File: src/rtl/clk_div_gen.sv
// Programmable clock divider: glitch-free registered divided clock, tick strobe,
// divisor changes deferred to period boundaries, completed-period counter.
module clk_div_gen #(
  parameter int DIV_W       = 8,
  parameter int DEFAULT_DIV = 4,
  parameter int CNT_W       = 16
) (
  input  logic             clk,
  input  logic             rst,
  input  logic             en,
  input  logic             div_load,
  input  logic [DIV_W-1:0] div_value,
  output logic             clk_out,
  output logic             tick,
  output logic [DIV_W-1:0] div_active,
  output logic             div_pending,
  output logic             div_err,
  output logic [CNT_W-1:0] period_count,
  output logic             running
);

  typedef enum logic [1:0] {S_IDLE, S_RUN, S_DRAIN} state_t;

  state_t             r_state;
  state_t             w_state_next;
  logic [DIV_W-1:0]   r_cnt;
  logic               r_clk_out;
  logic               r_tick;
  logic [DIV_W-1:0]   r_div_active;
  logic [DIV_W-1:0]   r_pend_val;
  logic               r_div_pending;
  logic               r_div_err;
  logic [CNT_W-1:0]   r_period_count;

  logic [DIV_W:0]     w_half;
  logic [DIV_W:0]     w_cnt_inc;
  logic               w_boundary;
  logic               w_load_ok;
  logic               w_load_bad;

  assign w_half     = ({1'b0, r_div_active} + {{DIV_W{1'b0}}, 1'b1}) >> 1;
  assign w_cnt_inc  = {1'b0, r_cnt} + {{DIV_W{1'b0}}, 1'b1};
  assign w_boundary = (r_state != S_IDLE) &&
                      (r_cnt == r_div_active - {{(DIV_W-1){1'b0}}, 1'b1});
  assign w_load_ok  = div_load && (div_value > DIV_W'(1));
  assign w_load_bad = div_load && (div_value <= DIV_W'(1));

  always_comb begin
    w_state_next = r_state;
    case (r_state)
      S_IDLE:  if (en) w_state_next = S_RUN;
      S_RUN:   if (!en) w_state_next = S_DRAIN;
      S_DRAIN: begin
        // Re-enable while draining resumes seamlessly, even on the boundary edge.
        if (en)              w_state_next = S_RUN;
        else if (w_boundary) w_state_next = S_IDLE;
      end
      default: w_state_next = S_IDLE;
    endcase
  end

  always_ff @(posedge clk) begin
    if (rst) r_state <= S_IDLE;
    else     r_state <= w_state_next;
  end

  always_ff @(posedge clk) begin
    if (rst) begin
      r_cnt          <= '0;
      r_clk_out      <= 1'b0;
      r_tick         <= 1'b0;
      r_div_active   <= DIV_W'(DEFAULT_DIV);
      r_pend_val     <= '0;
      r_div_pending  <= 1'b0;
      r_div_err      <= 1'b0;
      r_period_count <= '0;
    end else begin
      r_div_err <= w_load_bad;
      if (r_state == S_IDLE) begin
        r_cnt     <= '0;
        r_clk_out <= en;
        r_tick    <= en;
        if (w_load_ok) r_div_active <= div_value;
      end else begin
        if (w_boundary) begin
          r_cnt          <= '0;
          r_period_count <= r_period_count + CNT_W'(1);
          r_clk_out      <= (w_state_next != S_IDLE);
          r_tick         <= (w_state_next != S_IDLE);
          if (r_div_pending) begin
            r_div_active  <= r_pend_val;
            r_div_pending <= 1'b0;
          end
        end else begin
          r_cnt     <= w_cnt_inc[DIV_W-1:0];
          r_clk_out <= (w_cnt_inc < w_half);
          r_tick    <= 1'b0;
        end
        // A load on a boundary edge queues behind the value applied there.
        if (w_load_ok) begin
          r_pend_val    <= div_value;
          r_div_pending <= 1'b1;
        end
      end
    end
  end

  assign clk_out      = r_clk_out;
  assign tick         = r_tick;
  assign div_active   = r_div_active;
  assign div_pending  = r_div_pending;
  assign div_err      = r_div_err;
  assign period_count = r_period_count;
  assign running      = (r_state != S_IDLE);

endmodule

File: config.mk
export PLATFORM = sky130hd
export DESIGN_NAME = clk_div_gen
export DESIGN_NICKNAME = d
export VERILOG_FILES = /design/src/rtl/clk_div_gen.sv
export SDC_FILE = /design/constraint.sdc
export NUM_CORES = 1
export LEC_CHECK = 0
export ABC_AREA = 1
export BUFFER_PORTS_ARGS = -buffer_cell sky130_fd_sc_hd__buf_2
export CORE_UTILIZATION = 55
export DETAILED_ROUTE_END_ITERATION = 6
export PLACE_DENSITY = 0.81
export SYNTH_ARGS = -nofsm -noshare
export SYNTH_HDL_FRONTEND = slang
export SYNTH_SLANG_ARGS = --single-unit
File: constraint.sdc
create_clock -name clk -period 2.8 [get_ports clk]
set_input_delay 0.42 -clock clk [delete_from_list [all_inputs] [get_ports clk]]
set_output_delay 0.42 -clock clk [all_outputs]
set_load 0.02 [all_outputs]
-- After elaboration in Yosys (flattened, before gate mapping)
Cells that the tools add are included.
- bits in registers: 46
- input port bits: 12
- $add $sub $neg: 4
- $lt $le $gt $ge: 3
- equal/unequal tests: 4
- mux-type cells: 15
- bitwise gates (word level): 1
- reductions and logical operators: 14
- operator list (kind ; count):
    8-bit two-way mux ; 4
    8-bit by 1-bit adder with 9-bit output (second input constant) ; 2
    16-bit by 1-bit adder with 16-bit output (second input constant) ; 1
    2-bit nonzero test ; 5
    9-bit by 8-bit less-than comparator with 1-bit output ; 1
    8-bit == test ; 1
    8-bit by 1-bit > comparator with 1-bit output (second input constant) ; 1
    8-bit by 1-bit less-or-equal comparator with 1-bit output (second input constant) ; 1
    2-bit two-way mux ; 4
    8-bit by 1-bit subtractor with 8-bit output (second input constant) ; 1
    1-bit two-way mux ; 6
    2-bit one-hot mux with 3 select lines ; 1
    2-bit AND reduction ; 3
    1-bit logical AND ; 3
    3-bit AND reduction ; 1
    3-bit OR reduction ; 1
    2-bit by 1-bit == test with 1-bit output (second input constant) ; 1
    2-bit == test (second input constant) ; 1
    2-bit logical NOT ; 1
    2-bit inequality test (second input constant) ; 1
    1-bit NOT ; 1

-- Depth between registers and ports, before layout
Gate-level depths: netlist of run 1.
- depth after elaboration: 9
- gate-level depth with buffers: 16
- depth with buffers taken out: 15

-- Worst setup path before layout of run 1
Ideal clock, no wire load.
- path kind: register -> register
- start point: reg r_div_active[0] (netlist: div_active[0])
- end point: reg r_clk_out (netlist: clk_out)
- arrival time: 2.099 ns
- data required time: 2.742 ns
- slack: 0.642 ns
- stages on the path, launching flop included: 16
- path buffers: 0
- clock period less this slack: 2.158 ns
- path through: dfxtp_1 inv_1 nor3_1 inv_1 nor2_1 inv_1 o21ai_0 o21ai_0 ha_1 a21oi_1 o21ai_0 nand4_1 nand3_1 nor2_1 nand3_1 nand2_1
- cells in the longest elaborated chain, start to end: 9
- elaborated cells between the ends (all ways): 11
- RTL lines (what ; line ; source):
    start, declared ; 29 ; logic [DIV_W-1:0] r_div_active;
    start signal, assigned ; 72 ; r_div_active <= DIV_W'(DEFAULT_DIV);
    start signal, assigned ; 83 ; if (w_load_ok) r_div_active <= div_value;
    start signal, assigned ; 91 ; r_div_active <= r_pend_val;
    8-bit by 1-bit subtractor with 8-bit output ; 44 ; (r_cnt == r_div_active - {{(DIV_W-1){1'b0}}, 1'b1});
    8-bit == test ; 44 ;
    1-bit logical AND ; 43 ; assign w_boundary = (r_state != S_IDLE) &&
    2-bit two-way mux ; 56 ; else if (w_boundary) w_state_next = S_IDLE;
    2-bit two-way mux ; 55 ; if (en) w_state_next = S_RUN;
    2-bit one-hot mux with 3 select lines ; 50 ; case (r_state)
    2-bit nonzero test ; 88 ; r_clk_out <= (w_state_next != S_IDLE);
    1-bit two-way mux (*) ; 85 ; if (w_boundary) begin
    1-bit two-way mux (*) ; 79 ; if (r_state == S_IDLE) begin
    end signal, assigned ; 81 ; r_clk_out <= en;
    end signal, assigned ; 88 ;
    end signal, assigned ; 96 ; r_clk_out <= (w_cnt_inc < w_half);
    end, declared ; 27 ; logic r_clk_out;
Every way passes the cells marked *; elsewhere a longest branch is shown, timed or not.
A chain may end at the register's enable or synchronous reset.

-- Worst setup path in the final report of run 1
- start point: reg r_div_active[0] (netlist: div_active[0])
- end point: reg r_div_active[1] (netlist: div_active[1])
- cells in the longest elaborated chain, start to end: 5
- RTL lines (what ; line):
    8-bit by 1-bit subtractor with 8-bit output ; 44
    8-bit == test ; 44
    1-bit logical AND ; 43
    2-bit nonzero test (no line) ; n/a
    3-bit AND reduction (no line) ; n/a
Every way passes these cells.

==> results.py, run 1 <==
metrics = {
    "power": {
        "p_leak_uw": 0.00142,
        "vdd_drop_max_mv": 0.307,
        "p_per_area_nw_per_um2": 471,
    },
    "clock_network": {
        "cts_root_buf": "clkbuf_8",
        "cts_buffer_depth": 2,
        "cts.reportedPaths.clkPinSlew_ns": 0.09,
        "worstSkewPairLatency_ns": 0.30,
        "cts_made_buffers": 5,
        "ctsResizeCount": 0,
        "htreeDepth": 2,
        "cts_sinks": 46,
        "postCtsHoldBufs": 0,
        "cts_tree": "done",
        "postCtsSetupRepairBufs": 0,
    },
    "detailed_routing": {
        "postRouteAntennaNets": 0,
        "drt_iter0_markers": 125,
        "vias": 2640,
        "drc": 0,
        "wl_per_cell_um": 11.5,
        "drt-pass1-iter-count": 4,
        "routed_wl_mm": 5.98,
        "viasPerCell": 5.07,
    },
    "final_layout": {
        "fill_cells": 473,
        "drive_above_1_share_pct": 14.5,
        "layout.nets": 476,
        "antenna_cells": 0,
        "register_area_um2": 921,
        "finalNonFillerCells": 521,
        "multiInputGateArea_um2": 1600,
        "fin_area_um2": 3120,
        "area_growth_pct": 11.5,
    },
    "timing": {
        "layout_setup_ws_ns": 0.422,
        "fmax_mhz": 421,
        "finalCritPeriodShare_pct": 84.9,
        "skew_ns": 0.00951,
        "rsz0062_at_grt": "false",
        "final-hold-violation-count": 0,
        "slew_viol_final": 0,
        "tightestPinTransition_ns": 0.573,
        "max-slew-margin-rel_pct": 61.8,
        "tns_ns": 0,
        "holdWs_ns": 0.323,
        "setup_violations": 0,
        "fin_crit_ns": 2.38,
    },
    "grt": {
        "gr-total-overflow": 0,
        "grt_max_degree": 23,
        "track_usage_pct": 24.3,
        "antenna_found_initial": 0,
        "grt_pass1_wl_mm": 10.3,
        "first_global_vias": 2465,
    },
    "run_status": {
        "outcome": "complete, no violations",
    },
    "yosys": {
        "ys_warn_count": 0,
        "synth_most_common_cell": "nand2_1",
        "synth_nets": 441,
        "synthCells": 418,
        "synth_top_area_share_pct": 32.9,
        "yosys_most_used_dff": "dfxtp_1",
        "syn_area_um2": 2800,
        "ys_ff_latch": 46,
        "ys_top_cells_by_count": "nand2_1 (102), nor2_1 (52), inv_1 (48), dfxtp_1 (46)",
        "syn_avg_cell_area_um2": 6.69,
        "synth_top_cell_by_area": "dfxtp_1",
        "synth_area_leaders": "dfxtp_1 (33%), nand2_1 (14%), nor2_1 (7.0%)",
        "async_flop_share_pct": 0,
        "synth.distinct_cells": 32,
        "synth_edf_count": 0,
        "seq_area_frac_synth_pct": 32.9,
    },
    "placement": {
        "globalplace.congestion": 0.865,
        "dp_hpwl_mm": 4.58,
        "dp_worst_setup_slack_ns": 0.439,
        "dp_cells": 513,
        "numPortBuffers": 40,
        "postPlaceCellArea_um2": 3000,
    },
    "worst_setup_path": {
        "cp_data_required_time_ns": 3.00,
        "r2r_slack_ns": 0.42,
        "reg2reg_from": "div_active[0]",
        "end_kind": "register",
        "cp_cell_sequence": "inv_1 -> ha_1 -> inv_1 -> nand2_1 -> nand2_1 -> nand2_1 -> nand2_1 -> nand3_1 -> nor2_2 -> nand3_4 -> nand2_2 -> nand2_1 -> nor2_1 -> nor2_1",
        "cpMaxStageDelayCell": "dfxtp_1",
        "crit_top_cell": "nand2_1",
        "slowest_delay_ns": 0.45,
        "startpoint": "div_active[0]",
        "path_delay_family": "simple AND/OR/NAND/NOR gates",
        "worst-path-buf-inv": 2,
        "critPathKind": "register to register",
        "cp_max_fo": 22,
        "cp-start-kind": "register",
        "crit_arrival_ns": 2.58,
    },
    "flow_run": {
        "maxCapViolCount": 0,
    },
    "floorplanning": {
        "rows": 25,
        "ios": 41,
        "die_x_um": 73.3,
        "initial_core_util_pct": 58.0,
        "die_area_um2": 5370,
        "core_area_um2": 4820,
        "die_y_um": 73.3,
    },
    "hold_path": {
        "hp-class": "input pin to register",
        "worstHoldStart": "en",
    },
}
-- worst paths after layout --
| kind | to | cells after the start |
|---|---|---|
| max | div_active[1] | 14 |
| min | r_state[1] | 2 |
| max reg2reg | div_active[1] | 14 |
| min reg2reg | r_pend_val[0] | 2 |
-- power breakdown --
part	switching, µW	internal, µW
clock	233	265
combinational	169	90.4
sequential	31.9	680
total	433	1040
-- logic make-up after synthesis --
logic type | synth area share [%]
and+or+nand+nor | 34.6
buffers and inverters | 9.71
AOI/OAI and AO/OA | 9.98
DFF | 32.9
xor gates and xnor gates | 7.83
adders and majority gates | 4.92
-- metrics by stage --
step | total power, µW | utilization, %
finish | 1470 | 64.7
CTS | 1480 | 64.7
global route | 1550 | 64.7
detailed placement | 986 | 62.4
floorplan | 924 | -
global placement | 980 | 62.4
-- registers in the layout, indices dropped and copies added, names as in the netlist --
| register | count |
|---|---|
| r_cnt | 8 |
| div_err | 1 |
| period_count | 16 |
| clk_out | 1 |
| tick | 1 |
| div_active | 8 |
| r_state | 2 |
| r_pend_val | 8 |
| div_pending | 1 |
-- cells in the final DEF (no fill, tap or decap), drive strengths merged --
master	count
a21boi	1
a21oi	29
buf	40
bufinv	1
clkbuf	5
clkinv	1
clkinvlp	2
dfxtp	46
ha	11
inv	51
nand2	105
nand3	31
nand3b	1
nand4	6
nor2	56
nor3	15
nor3b	1
nor4	1
o21a	1
o21ai	23
or2	2
xnor2	9
xor2	16
-- routing by layer --
layer	track usage [%]	part of all wire, %	wire length [µm]
met3	4.53	3.9	234
met2	42.2	47	2780
met4	8.55	1.4	82
met1	30.1	48	2880
met5	0	0	0
-- layout make-up --
class	instances	area share, %
Inverter	52	6.30
Clock inverter	3	1.44
Sequential cell	46	29.5
Clock buffer	5	2.21
Timing Repair Buffer	40	6.42
Multi-Input combinational cell	308	51.4
Tap cell	67	2.69
No activity file was read; power rests on OpenSTA's default activity.
==> inputs of run 2 (changes only) <==
- clock period: 2.8 -> 2.4 ns (I/O delays scaled with it)
==> results.py, run 2 (synthesis gave the netlist of run 1 again) <==
metrics = {
    "worst_setup_path": {
        "cp_max_fo": 6,
        "slowest_delay_ns": 0.40,
        "crit_arrival_ns": 2.46,
        "path_delay_family": "simple AND/OR/NAND/NOR gates",
        "cp_data_required_time_ns": 2.65,
        "critPathKind": "register to register",
        "cpMaxStageDelayCell": "dfxtp_2",
        "cp_cell_sequence": "inv_1 -> nor3_1 -> inv_1 -> nor2_1 -> inv_1 -> o21ai_0 -> o21ai_0 -> ha_1 -> a21oi_1 -> o21ai_0 -> nand4_1 -> nand3_1 -> nor2_1 -> nand3_1 -> nand2_1",
        "rr_worst_depth": 15,
        "end_kind": "register",
        "worst-path-buf-inv": 3,
        "cp-start-kind": "register",
        "r2r-end": "clk_out",
        "r2r_slack_ns": 0.19,
        "reg2reg_from": "div_active[0]",
    },
    "final_layout": {
        "largest_reg_flops": 16,
        "antenna_cells": 0,
        "area_growth_pct": 14.2,
        "final_common_cell": "nand2_1",
        "fill_cells": 453,
        "drive_above_1_share_pct": 16.5,
        "final_cell_mix": "nand2_1 (102), nor2_1 (52), inv_1 (48)",
        "layout.nets": 484,
        "finalNonFillerCells": 529,
    },
    "detailed_routing": {
        "vias": 2758,
        "drc": 0,
        "drt_iter0_markers": 140,
        "drt-pass1-iter-count": 4,
        "viasPerCell": 5.21,
        "postRouteAntennaNets": 0,
        "routed_wl_mm": 6.39,
        "wl_per_cell_um": 12.1,
    },
    "timing": {
        "rsz0062_at_grt": "false",
        "max-slew-margin-rel_pct": 59.8,
        "finalCritPeriodShare_pct": 92.1,
        "slew_viol_final": 0,
        "fmax_mhz": 452,
        "setup_violations": 0,
        "fin_crit_ns": 2.21,
        "skew_ns": 0.00699,
        "final-hold-violation-count": 0,
        "tightestPinTransition_ns": 0.602,
        "tns_ns": 0,
    },
    "placement": {
        "numPortBuffers": 40,
        "dp_cells": 518,
        "dp_hpwl_mm": 4.81,
        "globalplace.congestion": 0.898,
    },
    "power": {
        "p_leak_uw": 0.00146,
        "clock_power_share_pct": 33.6,
        "power_frac_comb_pct": 18.8,
        "seqPwrFrac_pct": 47.6,
        "p_int_uw": 1220,
        "vdd_drop_max_mv": 0.335,
        "p_sw_uw": 519,
        "p_per_area_nw_per_um2": 544,
        "sw_frac_of_total_pct": 29.9,
    },
    "clock_network": {
        "cts_buffer_depth": 2,
        "htreeDepth": 2,
        "cts_tree": "done",
        "cts_made_buffers": 5,
        "cts_sinks": 46,
        "worstSkewPairLatency_ns": 0.30,
        "cts_root_buf": "clkbuf_8",
        "cts.reportedPaths.clkPinSlew_ns": 0.09,
    },
    "grt": {
        "track_usage_pct": 25.3,
        "grt_max_degree": 22,
        "first_global_vias": 2492,
        "grt_pass1_wl_mm": 10.7,
        "gr-total-overflow": 0,
        "antenna_found_initial": 0,
    },
    "flow_run": {
        "maxCapViolCount": 0,
    },
    "floorplanning": {
        "die_y_um": 73.3,
        "die_area_um2": 5370,
        "die_x_um": 73.3,
        "initial_core_util_pct": 58.0,
        "ios": 41,
        "core_area_um2": 4820,
        "rows": 25,
    },
    "hold_path": {
        "worstHoldStart": "en",
        "hp-class": "input pin to register",
        "holdPathStages": 2,
        "min_to": "r_state[1]",
    },
    "run_status": {
        "outcome": "complete, no violations",
    },
}
==> run 2: cell count changes in the layout (fill, tap and decap cells not counted) <==
cell	before	now
buf_4	0	8
dfxtp_1	46	45
dfxtp_2	0	1
inv_2	3	2
inv_4	0	1
nor2_2	1	0
nor2_4	3	4
nor3_1	15	14
nor3_2	0	1
==> run 2: power groups by stage <==
stage	combinational, µW	sequential [µW]	clock, µW
5_1_grt	366	831	623
3_3_place_gp	311	842	0
4_1_cts	320	826	593
6_report	326	827	584
3_5_place_dp	317	844	0
2_1_floorplan	220	858	0
==> run 2: layout make-up <==
cell class	count	area (µm²)	share of cell area (%)
Tap cell	67	83.8	2.63
Clock buffer	5	68.8	2.16
Multi-Input combinational cell	308	1610	50.5
Timing Repair Buffer	48	260	8.15
Inverter	52	199	6.23
Clock inverter	3	45.0	1.41
Sequential cell	46	922	28.9
==> run 2: worst max-delay path by stage <==
| stage | endpoint | depth (start not counted) | start |
|---|---|---|---|
| 2_1_floorplan | clk_out | 15 | div_active[0] |
| 3_5_place_dp | clk_out | 14 | div_active[0] |
| 6_report | clk_out | 15 | div_active[0] |
| 4_1_cts | clk_out | 14 | div_active[0] |
| 5_1_grt | clk_out | 15 | div_active[1] |
| 3_3_place_gp | clk_out | 15 | div_active[0] |
==> run 2: what timing repair did <==
item / 4_1_cts / 5_1_grt
hold buffers: 0 / 0
setup endpoints to repair: 0 / 30
setup buffers: 0 / 3
gates resized for setup: 0 / 4
==> run 2: through the flow <==
| stage | total power (µW) | util [%] | setup WS, ns | hold slack (ns) | instance area [µm²] |
|---|---|---|---|---|---|
| floorplan | 1080 | - | 0.242 | 0.425 | 2800 |
| detailed placement | 1160 | 63.1 | 0.123 | 0.444 | 3040 |
| finish | 1740 | 66.3 | 0.189 | 0.243 | 3190 |
| global placement | 1150 | 63.1 | 0.285 | 0.433 | 3040 |
| CTS | 1740 | 65.5 | 0.100 | 0.238 | 3160 |
| global route | 1820 | 66.3 | 0.0111 | 0.230 | 3190 |
==> run 2: layer usage <==
metal,vias to the layer above,share of wire [%],routed length (µm),track usage [%]
met3,15,3.7,234,4.94
met1,1260,46,2950,30.3
met4,0,2.4,151,9.40
met2,68,48,3050,44.8
met5,-,0,0,0
li1,1415,-,-,-
